$ cat config.mk
export PLATFORM = sky130hd
export DESIGN_NAME = alarm_dismiss_game
export DESIGN_NICKNAME = d
export VERILOG_FILES = /design/src/rtl/alarm_dismiss_game.sv
export SDC_FILE = /design/constraint.sdc
export NUM_CORES = 1
export LEC_CHECK = 0
export BUFFER_PORTS_ARGS = -buffer_cell sky130_fd_sc_hd__buf_2
export CORE_MARGIN = 3
export CORE_UTILIZATION = 55
export DETAILED_ROUTE_END_ITERATION = 8
export GPL_ROUTABILITY_DRIVEN = 0
export GPL_TIMING_DRIVEN = 0
export PLACE_DENSITY = 0.74
export SKIP_LAST_GASP = 1
export SYNTH_ARGS = -nofsm -noshare
export SYNTH_HDL_FRONTEND = slang
export SYNTH_SLANG_ARGS = --single-unit
$ cat constraint.sdc
create_clock -name clk -period 2.75 [get_ports clk]
set_clock_uncertainty 0.1 [all_clocks]
set_input_delay 0 -clock clk [delete_from_list [all_inputs] [get_ports clk]]
set_output_delay 0 -clock clk [all_outputs]
set_load 0.01 [all_outputs]
$ cat src/rtl/alarm_dismiss_game.sv
`default_nettype none
// ============================================================================
// alarm_dismiss_game : "press the lit button" game that dismisses a ringing alarm
// Rev 1.0
// ============================================================================
module alarm_dismiss_game #(
    parameter int ROUNDS        = 4,
    parameter int TIMEOUT_TICKS = 5,
    parameter int MAX_RETRY     = 3
) (
    input  logic       clk,
    input  logic       rst_n,
    input  logic       alarm_active_i,
    input  logic [1:0] rand_val_i,
    input  logic [3:0] btn_i,
    input  logic       tick_i,
    output logic       lfsr_enable_o,
    output logic       lfsr_stop_o,
    output logic [3:0] led_o,
    output logic [3:0] round_cnt_o,
    output logic       miss_o,
    output logic       dismiss_o,
    output logic       busy_o
);

    localparam int c_RETRY_W = $clog2(MAX_RETRY + 2);

    typedef enum logic [2:0] {
        S_IDLE   = 3'd0,
        S_SPIN   = 3'd1,
        S_SAMPLE = 3'd2,
        S_WAIT   = 3'd3,
        S_DONE   = 3'd4,
        S_HOLD   = 3'd5
    } state_t;

    state_t               state_q, state_d;
    logic [1:0]           target_q, target_d;
    logic [1:0]           prev_q, prev_d;
    logic [c_RETRY_W-1:0] retry_q, retry_d;
    logic [7:0]           tick_q, tick_d;
    logic [3:0]           round_q, round_d;
    logic                 miss_d, dismiss_d;
    logic [3:0]           target_oh;

    assign target_oh   = 4'b0001 << target_q;
    assign round_cnt_o = round_q;

    always_comb begin
        state_d   = state_q;
        target_d  = target_q;
        prev_d    = prev_q;
        retry_d   = retry_q;
        tick_d    = tick_q;
        round_d   = round_q;
        miss_d    = 1'b0;
        dismiss_d = 1'b0;
        case (state_q)
            S_IDLE: begin
                if (alarm_active_i) begin
                    round_d = 4'd0;
                    prev_d  = 2'd0;
                    retry_d = '0;
                    state_d = S_SPIN;
                end
            end
            S_SPIN: begin
                if (!alarm_active_i) begin
                    round_d = 4'd0;
                    state_d = S_IDLE;
                end else begin
                    state_d = S_SAMPLE;
                end
            end
            S_SAMPLE: begin
                if (!alarm_active_i) begin
                    round_d = 4'd0;
                    state_d = S_IDLE;
                end else begin
                    target_d = rand_val_i;
                    // Re-spin a repeated target, but only a bounded number of times
                    if ((rand_val_i == prev_q) && (retry_q < c_RETRY_W'(MAX_RETRY))) begin
                        retry_d = retry_q + 1'b1;
                        state_d = S_SPIN;
                    end else begin
                        retry_d = '0;
                        tick_d  = 8'd0;
                        state_d = S_WAIT;
                    end
                end
            end
            S_WAIT: begin
                if (!alarm_active_i) begin
                    round_d = 4'd0;
                    state_d = S_IDLE;
                end else if (btn_i == target_oh) begin
                    // A correct press wins over a simultaneous terminal tick
                    prev_d = target_q;
                    if (round_q < 4'(ROUNDS)) begin
                        round_d = round_q + 4'd1;
                    end
                    if ((round_q + 4'd1) >= 4'(ROUNDS)) begin
                        dismiss_d = 1'b1;
                        state_d   = S_DONE;
                    end else begin
                        state_d = S_SPIN;
                    end
                end else if ((btn_i != 4'd0) ||
                             (tick_i && (tick_q == 8'(TIMEOUT_TICKS - 1)))) begin
                    miss_d  = 1'b1;
                    round_d = 4'd0;
                    prev_d  = target_q;
                    state_d = S_SPIN;
                end else if (tick_i) begin
                    tick_d = tick_q + 8'd1;
                end
            end
            S_DONE: begin
                state_d = S_HOLD;
            end
            S_HOLD: begin
                if (!alarm_active_i) begin
                    state_d = S_IDLE;
                end
            end
            default: begin
                state_d = S_IDLE;
            end
        endcase
    end

    always_ff @(posedge clk) begin
        if (!rst_n) begin
            state_q       <= S_IDLE;
            target_q      <= 2'd0;
            prev_q        <= 2'd0;
            retry_q       <= '0;
            tick_q        <= 8'd0;
            round_q       <= 4'd0;
            lfsr_enable_o <= 1'b0;
            lfsr_stop_o   <= 1'b1;
            led_o         <= 4'd0;
            miss_o        <= 1'b0;
            dismiss_o     <= 1'b0;
            busy_o        <= 1'b0;
        end else begin
            state_q       <= state_d;
            target_q      <= target_d;
            prev_q        <= prev_d;
            retry_q       <= retry_d;
            tick_q        <= tick_d;
            round_q       <= round_d;
            lfsr_enable_o <= (state_d == S_SPIN);
            lfsr_stop_o   <= (state_d == S_IDLE) || (state_d == S_HOLD);
            led_o         <= (state_d == S_WAIT) ? (4'b0001 << target_d) : 4'd0;
            miss_o        <= miss_d;
            dismiss_o     <= dismiss_d;
            busy_o        <= (state_d != S_IDLE);
        end
    end

endmodule
`default_nettype wire

---- Word level (Yosys, flattened, before mapping) ----
Index checks and enable logic that the tools add are counted.
storage, ports and cells
  register bits ........................... 31
  input bits .............................. 10
  output and inout bits ................... 13
  logic and storage cells ................. 102
cells by class
  $add $sub $neg .......................... 3
  $lt $le $gt $ge ......................... 3
  equality and inequality tests ........... 22
  shifts and indexed selects .............. 2
  mux-type cells .......................... 37
  bitwise logic cells ..................... 3
  reductions and logical operators ........ 20
operators by type and width
  cell                 number
  $mux 8               6
  $mux 3               9
  $mux 4               6
  $mux 2               9
  $pmux 3 s6           1
  $ne 2x2->1 const B   8
  $pmux 8 s2           1
  $pmux 4 s3           1
  $eq 3x2->1 const B   3
  $eq 3x3->1 const B   3
  $add 8x1->8 const B  1
  $eq 8x3->1 const B   1
  $ne 4x4->1 const B   2
  $reduce_and 4->1     2
  $shl 1x2->4 const A  2
  $reduce_and 7->1     1
  $eq 3x1->1 const B   2
  $logic_not 3->1      2
  $pmux 3 s2           1
  $reduce_bool 2->1    3
  $reduce_bool 3->1    2
  $reduce_and 5->1     1
  $add 4x1->4 const B  1
  $eq 4x4->1           1
  16 further kinds     21

---- Longest topological paths before layout ----
Gate-level depths: netlist of run 1.
  depth after elaboration ................. 9
  gate-level depth with buffers ........... 9
  mapped depth without buffers ............ 8

---- Worst setup path after synthesis of run 1 ----
Ideal clock, no wire load.
  path type ............................... register to register
  from .................................... register tick_q[3]
  to ...................................... register round_q[2], in the netlist round_cnt_o[2]
  library setup time ...................... 117 ps
  arrival ................................. 1,901 ps
  required time ........................... 2,533 ps
  slack ................................... 632 ps
  cell stages (with the launch flop) ...... 7
  buffers on the path ..................... 0
  period minus slack after synthesis ...... 2,118 ps
  cell sequence ........................... dfxtp_1 > or4_4 > o211a_4 > a221oi_2 > a21boi_4 > o21ai_1 > a32o_1
on the way
  cells in the longest elaborated chain, start to end .. 5
ends and longest elaborated chain
  item                        RTL line  RTL
  start: declaration          41        logic [7:0] tick_q, tick_d;
  start signal: assignment    151       tick_q <= tick_d;
  $eq 8x3->1                  109       (tick_i && (tick_q == 8'(TIMEOUT_TICKS - 1)))) begin
  $logic_and 1x1->1           109
  $logic_or 1x1->1            108       end else if ((btn_i != 4'd0) ||
  $ne 4x4->1 (no line)        -
  $reduce_and 5->1 (no line)  -
  end signal: assignment      152       round_q <= round_d;
  end: declaration            42        logic [3:0] round_q, round_d;
Every way passes these cells.
A chain may end at the register's enable or synchronous reset.

---- Worst setup path in the final report of run 1 ----
Same ends and word-level chain as after synthesis.

==> results of run 1 <==
## stage by stage
stage / cells / util (%) / setup slack [ps] / hold WS (ps)
after floorplan: 177 / - / 632 / -16.9
after global placement: 228 / 65.5 / 517 / 176
after detailed placement: 228 / 65.5 / 488 / 168
after CTS: 239 / 69.3 / 482 / 102
after global routing: 239 / 69.3 / 286 / 117
final: 239 / 69.3 / 492 / 122
## logic make-up (layout without fill, tap and decap cells)
group / Yosys count / count (layout) / share of synthesized area (%)
AO/OA/AOI/OAI: 35 / 35 / 17.1
XOR/XNOR: 9 / 9 / 5.12
adder cells (fa/ha/maj): 4 / 4 / 3.25
buffers and inverters: 12 / 44 / 3.01
flip-flops: 31 / 31 / 40.3
multiplexers: 4 / 4 / 2.68
AND/OR/NAND/NOR: 82 / 82 / 28.5
## metal layers
metal / part of all wire [%] / routed length (µm) / GRT usage [%] / up-vias
li1: - / - / - / 695
met1: 46 / 1480 / 25.7 / 624
met2: 48 / 1520 / 34.4 / 33
met3: 5.5 / 175 / 6.58 / 2
met4: 0.34 / 11 / 6.80 / 0
met5: 0 / 0 / 0 / -
## area by class of cell
cell class	count	area [µm²]	area share, %
tap	30	37.5	2.11
clock buffer	6	51.3	2.88
inverter	5	18.8	1.05
buffer	7	27.5	1.55
sequential	31	621	34.9
timing repair buffer	25	145	8.16
multi-input combinational	134	873	49.1
clock inverter	1	5.00	0.281
## final timing paths
kind                                                    end  slack, ps  cells after the start
worst max-delay path            round_cnt_o[2]$_SDFFE_PN0P_        490                      6
worst min register to register       prev_q[1]$_SDFFE_PN0P_        390                      2
worst min-delay path                      miss_o$_SDFF_PP0_        120                      4
worst max register to register  round_cnt_o[2]$_SDFFE_PN0P_        490                      6
## synth_stat cells, drive strengths merged, types with 4 or more instances
master	number	area, µm²
nand2	21	78.8
clkbuf	6	22.5
nor2	15	56.3
ha	4	50.1
nor2b	9	56.3
nand4	8	50.1
nor3	6	30.0
o21ai	10	50.1
dfxtp	31	621
a21oi	7	35.0
xor2	5	43.8
xnor2	4	35.0
and3	5	31.3
inv	5	18.8
## flip-flops by register name (all words and copies together), names as in the netlist
name           flops
state_q            3
retry_q            3
lfsr_stop_o        1
lfsr_enable_o      1
busy_o             1
tick_q             8
led_o              4
prev_q             2
miss_o             1
target_q           2
dismiss_o          1
round_cnt_o        4
## power breakdown
part           leakage (µW)  internal (µW)  switching, µW  total (µW)
Sequential         0.000251            454           3.25         457
Clock             0.0000341            118            148         267
Combinational      0.000443           33.7           44.7        78.4
Total              0.000727            606            196         802
## worst max-delay path, cell delays in order (launching register included)
cell	delay [ps]
dfxtp_1	370
or4_4	580
o211a_4	270
a221oi_2	230
a21boi_4	260
o21ai_1	100
a32o_1	260
## timing repair
| item | CTS | global route |
|---|---|---|
| endpoints found under the hold margin | 9 | 0 |
| hold buffers | 4 | 0 |
| gates resized for setup | 0 | 0 |
| setup buffers | 0 | 0 |
==> results by stage, run 1 <==
Route:
- Using the TritonRoute via totals, the vias-per-cell ratio works out to 5.67.
- The number of DRC violations after detailed routing is 0.
- The number of violations reported at the end of detailed-routing iteration 0 is 71.
- Across all layers, the routed design uses 1354 vias.
- The final layout contains routed wiring with a total length of 3190 µm.
- The detailed-router iteration count before antenna repair is 4.
- The final antenna-violating net count is 0.
- In the final routed layout, each cell accounts on average for 13.3 µm.

Timing:
- The total count of hold-check failures in the final report was 0.
- The final sum of negative setup slack is 0 ps.
- Setup repair after global routing left no endpoint under its margin.
- The transition at the pin with the smallest max-transition slack is 604 ps.
- The worst path in the final design needs a cycle of 2260 ps, including I/O delays and setup.
- Setup violations remaining at the end of the flow were counted as 0.
- The max-slew violation count is 0.
- The worst pin sits at a relative slew slack of 59.5%.
- The highest achievable clock rate is 443 MHz.
- The ratio of final minimum period to clock period is 82.1%.

Power and ir drop:
- For this design the ratio of total power to cell area is 451 mW/mm².
- IR analysis of the VDD net gives a maximum drop of 0.460 mV.
- Total power for the finished layout comes to 802 µW.
- The leakage component of the power is 0.000727 µW.

Die:
- From bottom edge to top edge, the die measures 58.9 µm.
- The number of core rows is 18.
- The die is 58.9 µm wide.
- For this configuration, the core starts out at a cell density of 60.0%.
- The I/O pin total is 23.
- The placeable core region is 0.00257 mm².
- The die covers 0.00347 mm².

Finish:
- The layout cell share with drive strength beyond 1 is 16.7%.
- In the layout the commonest cells are 31 x dfxtp_1, 22 x buf_2, 21 x nand2_1, 15 x nor2_1, 9 x nor2b_1.
- Leaving out fill and tap cells, the most frequent cell in the layout is dfxtp_1.
- The signed area change from the synthesized netlist to the final layout is 15.5%.
- The number of antenna diodes in the final layout is 0.
- The number of filler instances in the final layout is 218.
- The final layout contains 223 nets.
- The summed area of non-filler cells in the final layout is 0.00178 mm².

Clock network:
- The worst-skew pair later-pin latency is 330 ps.
- The H-tree generated during clock tree synthesis spans 2 levels.
- The CTS tree is built.
- The largest buffer count on any clock path is 2.
- The number of clock sinks is 31.
- The number of buffers inserted during clock tree synthesis is 5.
- After clock tree synthesis, the clock-pin slew on the worst setup and hold paths is 110 ps.
- The root buffer cell chosen for the clock tree is clkbuf_4.

Logic synthesis:
- The most used flip-flop cell after synthesis is dfxtp_1.
- Counting every net in the synthesized netlist gives 191.
- In this run, synthesis produced a sequential element count of 31.
- The average instance area after synthesis is 8.70 µm².
- For this run, the register share of the synthesized area comes to 40.3%.
- The netlist area before placement is 0.00154 mm².
- Counting flops with a built-in enable in the synthesized netlist gives 0.
- After technology mapping, the gate count stands at 177.
- The synthesis warning total is 0.
- Counting flops with an async set or reset pin after synthesis yields a share of 0%.
- The count of cell types in the netlist is 41.

Worst setup path:
- The critical path is of the register to register type.
- Along the worst path, the maximum fanout reaches 7.
- Tracing the worst setup path back leads to its startpoint at tick_q[3]$_SDFFE_PN0P_.
- For the worst setup path, the data required time is 2890 ps.
- Data arrives at the worst endpoint at 2400 ps.
- The startpoint kind of the worst setup timing path is a register.
- The worst setup path is captured at a register.
- The launch instance of the worst register-to-register path is tick_q[3]$_SDFFE_PN0P_.

Flow run:
- The tool flagged a number of max-cap violations equal to 0.

Worst hold path:
- The classification of the worst-slack hold path is input pin to register.
- The worst hold path begins at tick_i.

Global route:
- The number of global-route vias before repair came to 1294.
- The maximum number of pins on one net before global-route repair is 11.
- The all-layer global routing usage is 20.8%.
- The initial antenna violation count came to 0.
- After global routing the overflow that remains totals 0.
- The first global-routing pass estimated 5510 µm of wire.

Placement:
- The sum of net half-perimeters after detailed placement is 2380 µm.
- The quantity of I/O buffers inserted on ports is 21.
- The total placed instance area is 0.00168 mm².

Status:
- The flow ran to the end, and the final reports show no timing, DRC or antenna violations.
(Power assumes the default switching activity.)
==> inputs of run 2 (changes only) <==
==> constraint.sdc (replaced) <==
create_clock -name clk -period 2.1 [get_ports clk]
set_clock_uncertainty 0.1 [all_clocks]
set_input_delay 0 -clock clk [delete_from_list [all_inputs] [get_ports clk]]
set_output_delay 0 -clock clk [all_outputs]
set_load 0.01 [all_outputs]
==> results by stage, run 2 (synthesis gave the netlist of run 1 again) <==
Finish:
- The flip-flop count of the largest register, all copies and words added is 8 (unchanged).
- The count of placed standard cells in the final layout, fillers left out was 241 (+0.84%).
- Leaving out fill and tap cells, the most frequent cells in the layout are 28 x dfxtp_1, 22 x buf_2, 21 x nand2_1, 15 x nor2_1.
- The number of filler instances in the final layout is 225 (+3.2%).
- The signed area change from the synthesized netlist to the final layout is 19.1%.
- The diode insertion count for antenna repair was 0 (unchanged).
- The summed area of non-filler cells in the final layout is 0.00183 mm² (+3.1%).
- The number of nets in the layout is 225 (+0.90%).
- The layout cell share with drive strength beyond 1 is 23.7% (+7.0 points).
- The register with the most flip-flops in the final layout is tick_q.
- The share of the core filled with cells in the final layout is 71.4% (+2.1 points).
- The most frequent standard cell in the layout excluding fill and tap cells is dfxtp_1.

Die:
- The initial core utilization is 60.0% (unchanged).
- The chip width is 58.9 µm (unchanged).
- The area of the die is 0.00347 mm² (unchanged).
- The die height is 58.9 µm (unchanged).
- The I/O pin total was 23 (unchanged).
- The placeable core region is 0.00257 mm² (unchanged).
- The number of core rows is 18 (unchanged).

Worst setup path:
- The worst-path maximum fanout was 7 (unchanged).
- The required time at the worst-slack endpoint is 2220 ps (-670 ps).
- The arrival time at the worst endpoint is 2310 ps (-90 ps).
- The worst setup path is captured at a register.
- The worst setup path is of the register to register kind.
- The worst setup path is launched from a register.

Route:
- The routed length per instance is 13.8 µm (+3.1%).
- The detailed-router iteration count before antenna repair was 4 (unchanged).
- The routed via count was 1387 (+2.4%).
- The final antenna-violating net count was 0 (unchanged).
- The total detailed-routing wirelength is 3320 µm (+3.9%).
- The ratio of routed vias to standard cells came to 5.76 (+1.6%).
- The number of violations reported at the end of detailed-routing iteration 0 was 42 (-41%).
- The number of DRC violations after detailed routing is 0 (unchanged).

Clock network:
- The clock transition at the registers of the reported paths is 90 ps (-20 ps).
- CTS placed an instance of clkbuf_4 at the clock tree root.
- The largest buffer count on any clock path is 2 (unchanged).
- The CTS tree is built.
- The number of levels in the clock H-tree is 2 (unchanged).
- The worst-skew pair later-pin latency is 320 ps (about the same).
- The number of buffers inserted during clock tree synthesis was 5 (unchanged).
- The number of clock sinks came to 31 (unchanged).

Global route:
- The number of global-route vias before repair is 1238 (-4.3%).
- The all-layer global routing usage was 20.2% (-0.65 points).
- The maximum number of pins on one net before global-route repair was 11 (unchanged).
- The global-route wire length before repair came to 5380 µm (-2.3%).
- The initial antenna violation count is 0 (unchanged).
- The residual overflow from global routing is 0 (unchanged).

Flow run:
- The number of violations of the max-capacitance limit is 0 (unchanged).

Placement:
- The sum of net half-perimeters after detailed placement was 2370 µm (-0.47%).
- The total placed instance area is 0.00169 mm² (+0.15%).
- The quantity of I/O buffers inserted on ports is 21 (unchanged).
- The number of cells in the design after placement is 228 (unchanged).

Status:
- The run finished, with violations left.
- The final reports fail on setup timing.

Timing:
- The worst hold slack is 20.1 ps (-102 ps).
- The transition at the pin with the smallest max-transition slack is 465 ps (-139 ps).
- The max-slew violation count is 0 (unchanged).
- The ratio of final minimum period to clock period came to 104% (+22 points).
- The setup slack of the critical path after layout was -88.7 ps (-581 ps).
- The worst slew margin relative to its limit was 69.0% (+9.5 points).
- The total count of hold-check failures in the final report is 0 (unchanged).
- Setup repair after global routing could not meet its margin everywhere.
- The setup-violating endpoint count in the final report is 2 (+2).
- The highest achievable clock rate is 457 MHz (+3.2%).
- The post-route minimum period was 2190 ps (-69.0 ps).

Power and ir drop:
- The ratio of total power to cell area is 576 mW/mm² (+28%).
- The leakage component of the power was 0.000756 µW (+3.9%).
- The peak supply drop came to 0.546 mV (+19%).

Worst hold path:
- The classification of the worst-slack hold path is input pin to register.
-- run 2: cell type report --
class | instances | area [µm²] | share of cell area (%)
tap | 30 | 37.5 | 2.05
timing repair buffer | 28 | 165 | 9.00
sequential | 31 | 627 | 34.2
buffer | 6 | 25.0 | 1.36
multi-input combinational | 134 | 905 | 49.3
clock buffer | 6 | 51.3 | 2.80
clock inverter | 1 | 5.00 | 0.273
inverter | 5 | 18.8 | 1.02
-- run 2: critical path, cell delays in order (launching register included) --
cell and delay, ps:
dfxtp_4 350, or4_4 530, o211a_4 260, a221oi_2 220, a21boi_4 280, o21ai_1 90
a32o_1 250
-- run 2: final timing paths --
| check | end | depth (start not counted) | slack (ps) | start |
|---|---|---|---|---|
| setup / recovery | round_cnt_o[2]$_SDFFE_PN0P_ | 6 | -90 | tick_q[4]$_SDFFE_PN0P_ |
| hold reg to reg | prev_q[1]$_SDFFE_PN0P_ | 2 | 380 | prev_q[1]$_SDFFE_PN0P_ |
| hold / removal | busy_o$_SDFF_PN0_ | 3 | 20 | alarm_active_i |
| setup reg to reg | round_cnt_o[2]$_SDFFE_PN0P_ | 6 | -90 | tick_q[4]$_SDFFE_PN0P_ |
-- run 2: where the power goes --
| part | internal (µW) | total (µW) | switching [µW] | leakage (µW) |
|---|---|---|---|---|
| clock network | 155 | 350 | 195 | 0.0000341 |
| registers | 593 | 598 | 4.86 | 0.000253 |
| logic | 48.5 | 109 | 60.5 | 0.000469 |
| total | 796 | 1060 | 260 | 0.000756 |
-- run 2: routing by layer --
metal  GRT usage [%]  vias to the layer above  share of wire (%)
met5               0                        -                  0
met4            6.15                        0                1.2
met3            7.02                        5                5.0
met1            25.4                      647                 46
met2            32.5                       35                 48
li1                -                      700                  -
-- run 2: stage by stage --
stage | total power (µW) | worst slack [ps] | TNS [ps]
6_report | 1060 | -88.7 | -139
5_1_grt | 1100 | -159 | -282
4_1_cts | 1060 | -72.4 | -72.4
3_5_place_dp | 709 | -142 | -705
3_3_place_gp | 706 | -108 | -481
2_1_floorplan | 678 | 16.3 | 0
-- run 2: what timing repair did --
| item | CTS | global route |
|---|---|---|
| resized for setup | 5 | 7 |
| endpoints found under the hold margin | 8 | 0 |
| buffers inserted | 3 | 1 |
| gates cloned | 0 | 0 |
| pin swaps | 1 | 3 |
| hold buffers | 3 | 0 |
| endpoints found under the setup margin | 14 | 16 |
==> inputs of run 3 (changes only) <==
--- a/config.mk
+++ b/config.mk
@@ -8,10 +8,12 @@
 export BUFFER_PORTS_ARGS = -buffer_cell sky130_fd_sc_hd__buf_2
 export CORE_MARGIN = 3
 export CORE_UTILIZATION = 55
+export CTS_CLUSTER_SIZE = 8
 export DETAILED_ROUTE_END_ITERATION = 8
 export GPL_ROUTABILITY_DRIVEN = 0
 export GPL_TIMING_DRIVEN = 0
 export PLACE_DENSITY = 0.74
+export SETUP_SLACK_MARGIN = 0.4
 export SKIP_LAST_GASP = 1
 export SYNTH_ARGS = -nofsm -noshare
 export SYNTH_HDL_FRONTEND = slang
==> results by stage, run 3 (synthesis gave the netlist of run 1 again) <==
Worst setup path:
- The signal on the critical path passes through or4_4, o211a_4, a221oi_2, a21boi_4, o21ai_1, a32o_1.
- By startpoint and endpoint, the worst setup path is classified as register to register.
- The required time at the worst-slack endpoint is 2240 ps (+20 ps).
- The count of buffer and inverter cells on the critical path was 0 (unchanged).
- The type of destination of the critical path is a register.
- The worst-path maximum fanout came to 7 (unchanged).
- The largest individual stage delay along the critical path comes from the cell or4_4.
- The delay of the slowest cell on the worst path is 530 ps (about the same).
- The kind of cell with the highest combined delay along the critical path is compound AO/OA/AOI/OAI gates.
- The launch instance of the worst register-to-register path is tick_q[4]$_SDFFE_PN0P_.
- In this run the worst setup path begins at tick_q[4]$_SDFFE_PN0P_.
- The startpoint kind of the worst setup timing path is a register.
- The arrival time at the worst endpoint is 2300 ps (about the same).

Die:
- The initial core utilization came to 60.0% (unchanged).
- The I/O pin total was 23 (unchanged).
- The area of the die is 0.00347 mm² (unchanged).
- The chip width came to 58.9 µm (unchanged).
- The number of core rows was 18 (unchanged).
- The die height is 58.9 µm (unchanged).
- The placeable core region is 0.00257 mm² (unchanged).

Finish:
- The layout cell share with drive strength beyond 1 is 35.7% (+12 points).
- Relative to the synthesized area, the layout overhead comes to 31.3%.
- The count of placed standard cells in the final layout, fillers left out is 251 (+4.1%).
- The number of nets in the layout is 234 (+4.0%).
- The flip-flop count of the largest register, all copies and words added is 8 (unchanged).
- The diode insertion count for antenna repair is 0 (unchanged).
- The register name with the most flops is tick_q.
- In the layout the commonest cells are 22 x buf_2, 22 x dfxtp_1, 20 x nand2_1, 13 x nor2_1, 10 x buf_4.
- The summed area of non-filler cells in the final layout is 0.00202 mm² (+10%).

Clock network:
- The number of clock sinks is 31 (unchanged).
- The worst-skew pair later-pin latency is 340 ps (+20 ps).
- The number of buffers inserted during clock tree synthesis is 5 (unchanged).
- The largest buffer count on any clock path is 2 (unchanged).
- The tree is rooted in a clkbuf_4.
- TritonCTS built the clock tree.
- The clock transition at the registers of the reported paths came to 90 ps (about the same).
- The number of levels in the clock H-tree was 2 (unchanged).

Route:
- The final antenna-violating net count is 0 (unchanged).
- The highest routing layer actually used is met4.
- The total detailed-routing wirelength is 3890 µm (+17%).
- The number of DRC violations after detailed routing was 0 (unchanged).
- The amount of wire on met2 after detailed routing came to 1960 µm (+24%).
- The routed length per instance is 15.5 µm (+13%).
- The post-route met1 wirelength is 1580 µm (+3.4%).
- The met3 wire length was 269 µm (+61%).
- The ratio of routed vias to standard cells is 5.88 (+2.2%).
- The number of violations reported at the end of detailed-routing iteration 0 is 99 (+140%).
- The detailed-router iteration count before antenna repair came to 4 (unchanged).
- The routed via count is 1476 (+6.4%).

Timing:
- The max-slew violation count is 0 (unchanged).
- The transition at the pin with the smallest max-transition slack is 483 ps (+18.3 ps).
- The setup-violating endpoint count in the final report is 2 (unchanged).
- Setup repair after global routing could not meet its margin everywhere.
- The ratio of final minimum period to clock period is 103% (-1.3 points).
- The setup slack of the critical path after layout came to -62.3 ps (+26.4 ps).
- The total count of hold-check failures in the final report came to 0 (unchanged).
- The highest achievable clock rate was 462 MHz (+1.2%).
- The worst slew margin relative to its limit is 67.8% (-1.2 points).
- The worst hold slack is 8.21 ps (-11.9 ps).
- The post-route minimum period is 2160 ps (-26.4 ps).

Status:
- The checks that failed: setup timing.
- The flow ran to the end, but the final reports show violations.

Flow run:
- The number of violations of the max-capacitance limit is 0 (unchanged).

Placement:
- The number of cells in the design after placement is 228 (unchanged).
- The post-placement setup slack is -68.8 ps (+73.6 ps).
- The total placed instance area is 0.00172 mm² (+1.8%).
- The sum of net half-perimeters after detailed placement was 2340 µm (-1.5%).
- The quantity of I/O buffers inserted on ports is 21 (unchanged).

Worst hold path:
- The classification of the worst-slack hold path is input pin to register.
- In this run the most critical hold path is launched from alarm_active_i.

Power and ir drop:
- The peak supply drop came to 0.492 mV (-9.9%).
- The ratio of total power to cell area is 559 mW/mm² (-2.9%).
- The leakage component of the power is 0.000810 µW (+7.1%).

Global route:
- The all-layer global routing usage came to 22.6% (+2.4 points).
- The initial antenna violation count is 0 (unchanged).
- The residual overflow from global routing is 0 (unchanged).
- The maximum number of pins on one net before global-route repair is 11 (unchanged).
- The number of global-route vias before repair is 1369 (+11%).
- The global-route wire length before repair is 5900 µm (+9.6%).
[run 3: routing by layer]
metal  vias to the layer above  GRT usage [%]
li1                        719              -
met1                       692           25.4
met5                         -              0
met4                         0           10.0
met3                        10           7.02
met2                        55           39.0
[run 3: area by class of cell]
cell class | count | area [µm²]
multi-input cells | 134 | 983
flip-flops and latches | 31 | 637
fillers | 182 | 546
repair buffers | 36 | 236
clock buffers | 8 | 68.8
plain buffers | 7 | 40.0
well taps | 30 | 37.5
inverters | 5 | 18.8
[run 3: worst register-to-register path, delay by kind of cell, from the launching register on]
family / cells / cell delay [ps]
and+or+nand+nor: 1 / 530
AOI/OAI and AO/OA: 5 / 1090
DFF: 1 / 350
[run 3: what timing repair did]
action                                  4_1_cts  5_1_grt
buffers inserted                              6        5
gates resized for setup                      12       24
hold buffers                                  3        0
endpoints found under the setup margin       27       29
cloned                                        1        0
hold endpoints to repair                     16        0
pin swaps                                     8       10
[run 3: worst paths after layout]
path,to,depth (start not counted),slack [ps]
max,round_cnt_o[2]$_SDFFE_PN0P_,6,-60
min,busy_o$_SDFF_PN0_,3,8
max reg2reg,round_cnt_o[2]$_SDFFE_PN0P_,6,-60
min reg2reg,prev_q[1]$_SDFFE_PN0P_,2,380
[run 3: through the flow]
stage	setup TNS (ps)	total power, µW	util (%)
2_1_floorplan	0	680	-
4_1_cts	-32.0	1120	74.3
3_5_place_dp	-73.3	711	66.8
5_1_grt	-438	1170	78.8
6_report	-63.7	1130	78.8
3_3_place_gp	-53.2	709	66.8
[run 3: where the power goes]
part,switching (µW),internal (µW)
logic,71.1,59.8
registers,6.03,592
clock network,205,197
